File: config.mk
export PLATFORM = sky130hd
export DESIGN_NAME = arbitro_paridade_flat
export DESIGN_NICKNAME = d
export VERILOG_FILES = /design/src/rtl/arbitro_paridade_if.sv /design/src/rtl/arbitro_paridade.sv /design/src/flat_wrapper.sv
export SDC_FILE = /design/constraint.sdc
export NUM_CORES = 1
export LEC_CHECK = 0
export BUFFER_PORTS_ARGS = -buffer_cell sky130_fd_sc_hd__buf_2
export CORE_MARGIN = 8
export CORE_UTILIZATION = 38
export CTS_CLUSTER_SIZE = 24
export DETAILED_ROUTE_END_ITERATION = 8
export PLACE_DENSITY_LB_ADDON = 0.05
export RECOVER_POWER = 25
export SETUP_SLACK_MARGIN = 0.1
export SLEW_MARGIN = 25
export SYNTH_ARGS = -nofsm -noshare
export SYNTH_HDL_FRONTEND = slang
export SYNTH_SLANG_ARGS = --single-unit
File: constraint.sdc
create_clock -name clk -period 2.9 [get_ports clk]
set_input_delay 0.145 -clock clk [delete_from_list [all_inputs] [get_ports clk]]
set_output_delay 0.145 -clock clk [all_outputs]
set_load 0.01 [all_outputs]
File: src/rtl/arbitro_paridade_if.sv
// Handshake and result bundle for the shared parity checker.
// The master side offers words from two requesters and the slave side returns parity results.
interface arbitro_paridade_if #(
  parameter int LARGURA = 8
);
  logic               req0_valid;
  logic [LARGURA-1:0] req0_dado;
  logic               req0_pronto;
  logic               req1_valid;
  logic [LARGURA-1:0] req1_dado;
  logic               req1_pronto;
  logic               saida_valida;
  logic               saida_id;
  logic               saida_paridade;
  logic               ocupado;

  modport master (
    output req0_valid, req0_dado, req1_valid, req1_dado,
    input  req0_pronto, req1_pronto, saida_valida, saida_id, saida_paridade, ocupado
  );

  modport slave (
    input  req0_valid, req0_dado, req1_valid, req1_dado,
    output req0_pronto, req1_pronto, saida_valida, saida_id, saida_paridade, ocupado
  );
endinterface

File: src/rtl/arbitro_paridade.sv
// Two requesters share a single serial parity accumulator, one bit per cycle.
// Conflicts are resolved round-robin; each result is reported as a one-cycle pulse.
module arbitro_paridade #(
  parameter int LARGURA = 8
) (
  input  logic                 clk,
  input  logic                 reset,
  arbitro_paridade_if.slave    bus
);

  typedef enum logic [1:0] {
    OCIOSO,
    SERIAL,
    RESULTADO
  } estado_t;

  localparam int            CW      = $clog2(LARGURA + 1);
  localparam logic [CW-1:0] CNT_FIM = CW'(LARGURA - 1);

  estado_t            estado_q, estado_d;
  logic               ultimo_q, ultimo_d;
  logic               id_q, id_d;
  logic               acc_q, acc_d;
  logic [CW-1:0]      cnt_q, cnt_d;
  logic [LARGURA-1:0] shift_q, shift_d;
  logic               saida_valida_q, saida_valida_d;
  logic               saida_id_q, saida_id_d;
  logic               saida_paridade_q, saida_paridade_d;

  logic               grant;
  logic               pronto0;
  logic               pronto1;

  // With both requesters waiting, the one not served last wins.
  always_comb begin
    grant = bus.req1_valid;
    if (bus.req0_valid && bus.req1_valid) begin
      grant = ~ultimo_q;
    end
    pronto0 = (estado_q == OCIOSO) && !reset && bus.req0_valid && !grant;
    pronto1 = (estado_q == OCIOSO) && !reset && bus.req1_valid &&  grant;
  end

  always_comb begin
    estado_d         = estado_q;
    ultimo_d         = ultimo_q;
    id_d             = id_q;
    acc_d            = acc_q;
    cnt_d            = cnt_q;
    shift_d          = shift_q;
    saida_valida_d   = 1'b0;
    saida_id_d       = saida_id_q;
    saida_paridade_d = saida_paridade_q;

    case (estado_q)
      OCIOSO: begin
        if (pronto0 || pronto1) begin
          shift_d  = pronto1 ? bus.req1_dado : bus.req0_dado;
          id_d     = pronto1;
          ultimo_d = pronto1;
          acc_d    = 1'b0;
          cnt_d    = '0;
          estado_d = SERIAL;
        end
      end
      SERIAL: begin
        acc_d   = acc_q ^ shift_q[0];
        shift_d = shift_q >> 1;
        cnt_d   = cnt_q + CW'(1);
        // The final bit is folded straight into the registered result.
        if (cnt_q == CNT_FIM) begin
          estado_d         = RESULTADO;
          saida_valida_d   = 1'b1;
          saida_paridade_d = acc_q ^ shift_q[0];
          saida_id_d       = id_q;
        end
      end
      RESULTADO: begin
        estado_d = OCIOSO;
      end
      default: begin
        estado_d = OCIOSO;
      end
    endcase
  end

  always_ff @(posedge clk or posedge reset) begin
    if (reset) begin
      estado_q         <= OCIOSO;
      ultimo_q         <= 1'b1;
      id_q             <= 1'b0;
      acc_q            <= 1'b0;
      cnt_q            <= '0;
      shift_q          <= '0;
      saida_valida_q   <= 1'b0;
      saida_id_q       <= 1'b0;
      saida_paridade_q <= 1'b0;
    end else begin
      estado_q         <= estado_d;
      ultimo_q         <= ultimo_d;
      id_q             <= id_d;
      acc_q            <= acc_d;
      cnt_q            <= cnt_d;
      shift_q          <= shift_d;
      saida_valida_q   <= saida_valida_d;
      saida_id_q       <= saida_id_d;
      saida_paridade_q <= saida_paridade_d;
    end
  end

  assign bus.req0_pronto    = pronto0;
  assign bus.req1_pronto    = pronto1;
  assign bus.saida_valida   = saida_valida_q;
  assign bus.saida_id       = saida_id_q;
  assign bus.saida_paridade = saida_paridade_q;
  assign bus.ocupado        = (estado_q != OCIOSO);

endmodule

File: src/flat_wrapper.sv
// flat-port wrapper written by rule: the top's interface ports become plain ports
module arbitro_paridade_flat 
#(
  parameter int LARGURA = 8
)
  (clk, reset, bus_req0_valid, bus_req0_dado, bus_req1_valid, bus_req1_dado, bus_req0_pronto, bus_req1_pronto, bus_saida_valida, bus_saida_id, bus_saida_paridade, bus_ocupado);
  arbitro_paridade_if #(.LARGURA(LARGURA)) bus_i ();
  input  logic clk;
  input  logic reset;
  input wire logic [$bits(bus_i.req0_valid)-1:0] bus_req0_valid;
  input wire logic [$bits(bus_i.req0_dado)-1:0] bus_req0_dado;
  input wire logic [$bits(bus_i.req1_valid)-1:0] bus_req1_valid;
  input wire logic [$bits(bus_i.req1_dado)-1:0] bus_req1_dado;
  output wire logic [$bits(bus_i.req0_pronto)-1:0] bus_req0_pronto;
  output wire logic [$bits(bus_i.req1_pronto)-1:0] bus_req1_pronto;
  output wire logic [$bits(bus_i.saida_valida)-1:0] bus_saida_valida;
  output wire logic [$bits(bus_i.saida_id)-1:0] bus_saida_id;
  output wire logic [$bits(bus_i.saida_paridade)-1:0] bus_saida_paridade;
  output wire logic [$bits(bus_i.ocupado)-1:0] bus_ocupado;
  assign bus_i.req0_valid = bus_req0_valid;
  assign bus_i.req0_dado = bus_req0_dado;
  assign bus_i.req1_valid = bus_req1_valid;
  assign bus_i.req1_dado = bus_req1_dado;
  assign bus_req0_pronto = bus_i.req0_pronto;
  assign bus_req1_pronto = bus_i.req1_pronto;
  assign bus_saida_valida = bus_i.saida_valida;
  assign bus_saida_id = bus_i.saida_id;
  assign bus_saida_paridade = bus_i.saida_paridade;
  assign bus_ocupado = bus_i.ocupado;
  arbitro_paridade #(.LARGURA(LARGURA)) u_core (.clk(clk), .reset(reset), .bus(bus_i));
endmodule
# Word level (Yosys, flattened, before mapping)
# Cells that the tools add are included.
# word_totals
output_inout_bits	6
wordCells	45
n_memories	0
ramBits	0
rom_bits	0
latch_bits	0
input_bits	20
ff_bits	20
# op_classes
magnitude_cmp	0
reduce_logical	16
bitwise_logic	2
mul	0
div_mod_pow	0
add_sub_neg	1
n_shift	0
n_eq_ne	4
n_mux	13
# op_table
op	n
2-to-1 mux 8 bit	2
one-hot mux 8 bit (2 select lines)	1
one-hot mux 4 bit (2 select lines)	1
AND reduction 2 bit	4
logical AND 1 bit	6
adder 4 x 1 -> 4 bit, second input constant	1
== test 4 x 3 -> 1 bit, second input constant	1
2-to-1 mux 1 bit	4
2-to-1 mux 2 bit	2
2-to-1 mux 4 bit	1
one-hot mux 2 bit (2 select lines)	1
nonzero test 2 bit	2
== test 2 x 1 -> 1 bit, second input constant	1
logical NOT 1 bit	2
logical NOT 2 bit	1
inequality test 2 x 1 -> 1 bit, second input constant	1
inequality test 2 bit, second input constant	1
one-hot mux 1 bit (2 select lines)	1
logical OR 1 bit	1
inverter 1 bit	1
bitwise XOR 1 bit	1

# Depth between registers and ports, before layout
# depth
word_depth	7
depth_mapped	4
depth_no_buf	4

# Worst setup path after synthesis
# OpenSTA, ideal clock, no wires.
# synth_path
kind	flip-flop to flip-flop
startpoint	register u_core.ultimo_q
endpoint	register u_core.shift_q[2]
period_less_slack_ns	1.456
t_arrival_ns	1.330
required_ns	2.774
stages_incl_launch_ff	5
n_path_buf	1
path_slack_ns	1.444
setup_ns	0.126
path_cell_list	dfstp_2 a21boi_0 buf_4 mux2_2 a221o_1
# synth_via
elab_chain_cells	7
elab_cells_between_ends	11
cone_classes	eq/ne: 1; mux: 4; bitwise: 1; reduce/logical: 5
# synth_rtl
element	line_no	text
start, declared	arbitro_paridade.sv:21	logic ultimo_q, ultimo_d;
start signal, assigned	arbitro_paridade.sv:100	ultimo_q <= ultimo_d;
inverter 1 bit *	arbitro_paridade.sv:38	grant = ~ultimo_q;
2-to-1 mux 1 bit *	arbitro_paridade.sv:37	if (bus.req0_valid && bus.req1_valid) begin
logical NOT 1 bit	arbitro_paridade.sv:40	pronto0 = (estado_q == OCIOSO) && !reset && bus.req0_valid && !grant;
logical AND 1 bit	arbitro_paridade.sv:40	
logical OR 1 bit	arbitro_paridade.sv:57	if (pronto0 || pronto1) begin
inequality test 2 bit (no line)	n/a	
AND reduction 2 bit (no line)	n/a	
end signal, assigned	arbitro_paridade.sv:104	shift_q <= shift_d;
end, declared	arbitro_paridade.sv:25	logic [LARGURA-1:0] shift_q, shift_d;
# Mark *: on every way between the ends. The rest lies on a longest branch, timed or not. The select of a mux whose other input is x is not followed.
# A chain may end at the register's enable or synchronous reset.

# Worst setup path in the final report
# layout_path
startpoint	register u_core.estado_q[1]
endpoint	output bus_req1_pronto
# layout_via
elab_chain_cells	4
# layout_rtl
element	line_no	text
start, declared	arbitro_paridade.sv:20	estado_t estado_q, estado_d;
start signal, assigned	arbitro_paridade.sv:99	estado_q <= estado_d;
logical NOT 2 bit	arbitro_paridade.sv:41	pronto1 = (estado_q == OCIOSO) && !reset && bus.req1_valid && grant;
logical AND 1 bit (3 in series)	arbitro_paridade.sv:41	
end, declared	flat_wrapper.sv:15	output wire logic [$bits(bus_i.req1_pronto)-1:0] bus_req1_pronto;
# Every way passes these cells.

==> results.json <==
{
  "fmax_mhz": 573,
  "synth.ff_latch_count": 20,
  "start_util_pct": 40.4,
  "setup_viol": 0,
  "r2r_slack_ns": 1.32,
  "syn_inst": 91,
  "synthDistinctLibCells": 33,
  "ctsResizeCount": 0,
  "clockRootBuffer": "clkbuf_4",
  "dp_cells": 143,
  "power-per-cell-area_mw_per_mm2": 930,
  "clk_pin_slew_worst_paths_ns": 0.11,
  "path_delay_family": "simple AND/OR/NAND/NOR gates",
  "cellLeakagePower_nw": 0.609,
  "synth_area_mm2": 0.00101,
  "dp_hpwl_um": 1670,
  "path_class": "register to primary output",
  "drt-initial-drc-count": 28,
  "clk_latency_ns": 0.30,
  "synth_edf_count": 0,
  "die_h_um": 67.5,
  "grt_pass1_vias": 834,
  "io_buffers": 25,
  "dr.pass1.iters": 4,
  "cp_cell_sequence": "or3_4, and2b_2, buf_2",
  "fin_util_pct": 47.2,
  "grt_pass1_wl_um": 3720,
  "drc_errors": 0,
  "period_needed_ns": 1.75,
  "nets": 139,
  "cp-start-kind": "register",
  "skew_ns": 0.00443,
  "numCtsBuffers": 3,
  "worst_setup_path_end_kind": "primary output",
  "synthMostInstantiatedCell": "dfrtp_1",
  "syn2layout_area_growth_pct": 17.0,
  "hold_viol": 0,
  "vdd_drop_max_mv": 0.357,
  "fin_crit_sh_pct": 60.2,
  "cts_tree": "done",
  "p_total_mw": 1.10,
  "dieWidth_um": 67.5,
  "synth-seq-area-share_pct": 49.7,
  "cts_sinks": 20,
  "synth_area_per_cell_um2": 11.1,
  "fin_cells": 147,
  "drv_slew": 0,
  "crit_buf_inv": 1,
  "worst_slack_ns": 1.15,
  "vias": 766,
  "fin_area_mm2": 0.00118,
  "async_reset_ff_share_pct": 100,
  "cts_setup_buffers": 0,
  "rsz0062_at_grt": "no",
  "synth_commonest_cells": "19 x dfrtp_1, 9 x mux2i_1, 8 x inv_1",
  "die-area_mm2": 0.00456,
  "synth.area.top_cells": "dfrtp_1 47%, mux2i_1 8.9%, mux2_2 4.5%",
  "synth_largest_area_cell": "dfrtp_1",
  "wl_um": 2140,
  "critPathMaxFanout": 8,
  "synth_top_area_share_pct": 47.1,
  "arrival_ns": 1.60,
  "whs_ns": 0.00353,
  "core_area_mm2": 0.00250,
  "critPathMaxStageDelay_ns": 0.47,
  "clk_path_buf_depth": 2,
  "grt_use_total_pct": 10.6,
  "tns_ns": 0,
  "status": "complete, no violations",
  "grt_max_degree": 21,
  "synth_ff_type": "dfrtp_1",
  "hold_path_class": "primary input to asynchronous set/reset pin",
  "required_ns": 2.76,
  "dpl_cell_area_mm2": 0.00115,
  "avgRoutedWirePerCell_um": 14.6,
  "syn_nets": 112,
  "antenna_found_initial": 0,
  "worst_slew_pin_slew_ns": 0.751,
  "critPathSlowestCell": "dfrtp_1",
  "drt-vias-per-instance": 5.21,
  "htreeDepth": 1,
  "ios": 26,
  "pre_cts_slack_ns": 1.32,
  "slew_headroom_pct": 49.9,
  "holdBufCountCts": 0,
  "antennaDiodeCount": 0,
  "synth-warning-count": 0,
  "ant_nets": 0,
  "fillCellCount": 248,
  "max_cap_viol_count": 0,
  "place.gp.congestion": 0.788,
  "overflow": 0,
  "drive_above_1_share_pct": 34.2,
  "rows": 18
}
[worst register-to-register path, delay by kind of cell (launching register included)]
kind	cells	cell delay, ns
muxes	1	0.37
and+or+nand+nor	2	0.65
DFF	1	0.47
[worst paths after layout]
kind,start,to,cells past startpoint
worst max-delay path,u_core.estado_q[1]$_DFFE_PP0P_,bus_req1_pronto,3
worst min-delay path,reset,u_core.shift_q[1]$_DFFE_PP0P_,2
worst max register to register,u_core.estado_q[1]$_DFFE_PP0P_,u_core.bus.saida_id$_DFFE_PP0P_,3
worst min register to register,u_core.id_q$_DFFE_PP0P_,u_core.id_q$_DFFE_PP0P_,1
max in group asynchronous,reset,u_core.bus.saida_valida$_DFF_PP0_,2
min in group clk,bus_req0_dado[7],u_core.shift_q[7]$_DFFE_PP0P_,3
[final cells by class]
cell class,instances,area (um^2),area share [%]
flip-flops and latches,20,502,42.5
well taps,30,37.5,3.18
repair buffers,26,131,11.1
inverters,8,30.0,2.54
multi-input cells,59,444,37.6
clock buffers,4,36.3,3.07
[cells by family after synthesis]
group / count (synthesis) / share of synthesized area [%]
and+or+nand+nor: 23 / 12.4
AOI/OAI and AO/OA: 21 / 16.1
DFF: 20 / 49.7
muxes: 13 / 13.4
adders and majority gates: 1 / 1.24
xor gates and xnor gates: 1 / 0.868
buffers and inverters: 12 / 6.32
[power breakdown]
group	switching (mW)	internal [mW]	total [mW]	leakage, nW
clock	0.0854	0.0765	0.162	0.0210
sequential	0.0872	0.408	0.496	0.247
combinational	0.223	0.218	0.442	0.342
total	0.396	0.703	1.10	0.609
[cell usage in the layout (no fill, tap or decap), types with 2 or more instances in the layout]
cell type   n
mux2i_1     9
o21ai_0     4
inv_1       8
o221ai_1    3
nand2_1     7
a222oi_1    2
buf_2      24
mux2_2      4
and2b_2     2
dfrtp_1    19
a21o_1      3
nor2_1      6
clkbuf_4    3
a22o_1      2
[registers in the layout, indices dropped and copies added, names as in the netlist]
signal and flops:
u_core.shift_q 8, u_core.cnt_q 4, u_core.estado_q 2, u_core.acc_q 1, u_core.bus.saida_id 1, u_core.bus.saida_paridade 1
u_core.bus.saida_valida 1, u_core.id_q 1, u_core.ultimo_q 1
[layer usage]
layer / GRT usage (%) / vias up / wire length (um)
li1: - / 376 / -
met1: 13.2 / 364 / 1020
met2: 16.4 / 24 / 980
met3: 2.81 / 2 / 121
met4: 5.48 / 0 / 20
met5: 0 / - / 0
Note: power is estimated with default switching activity, not from simulation.
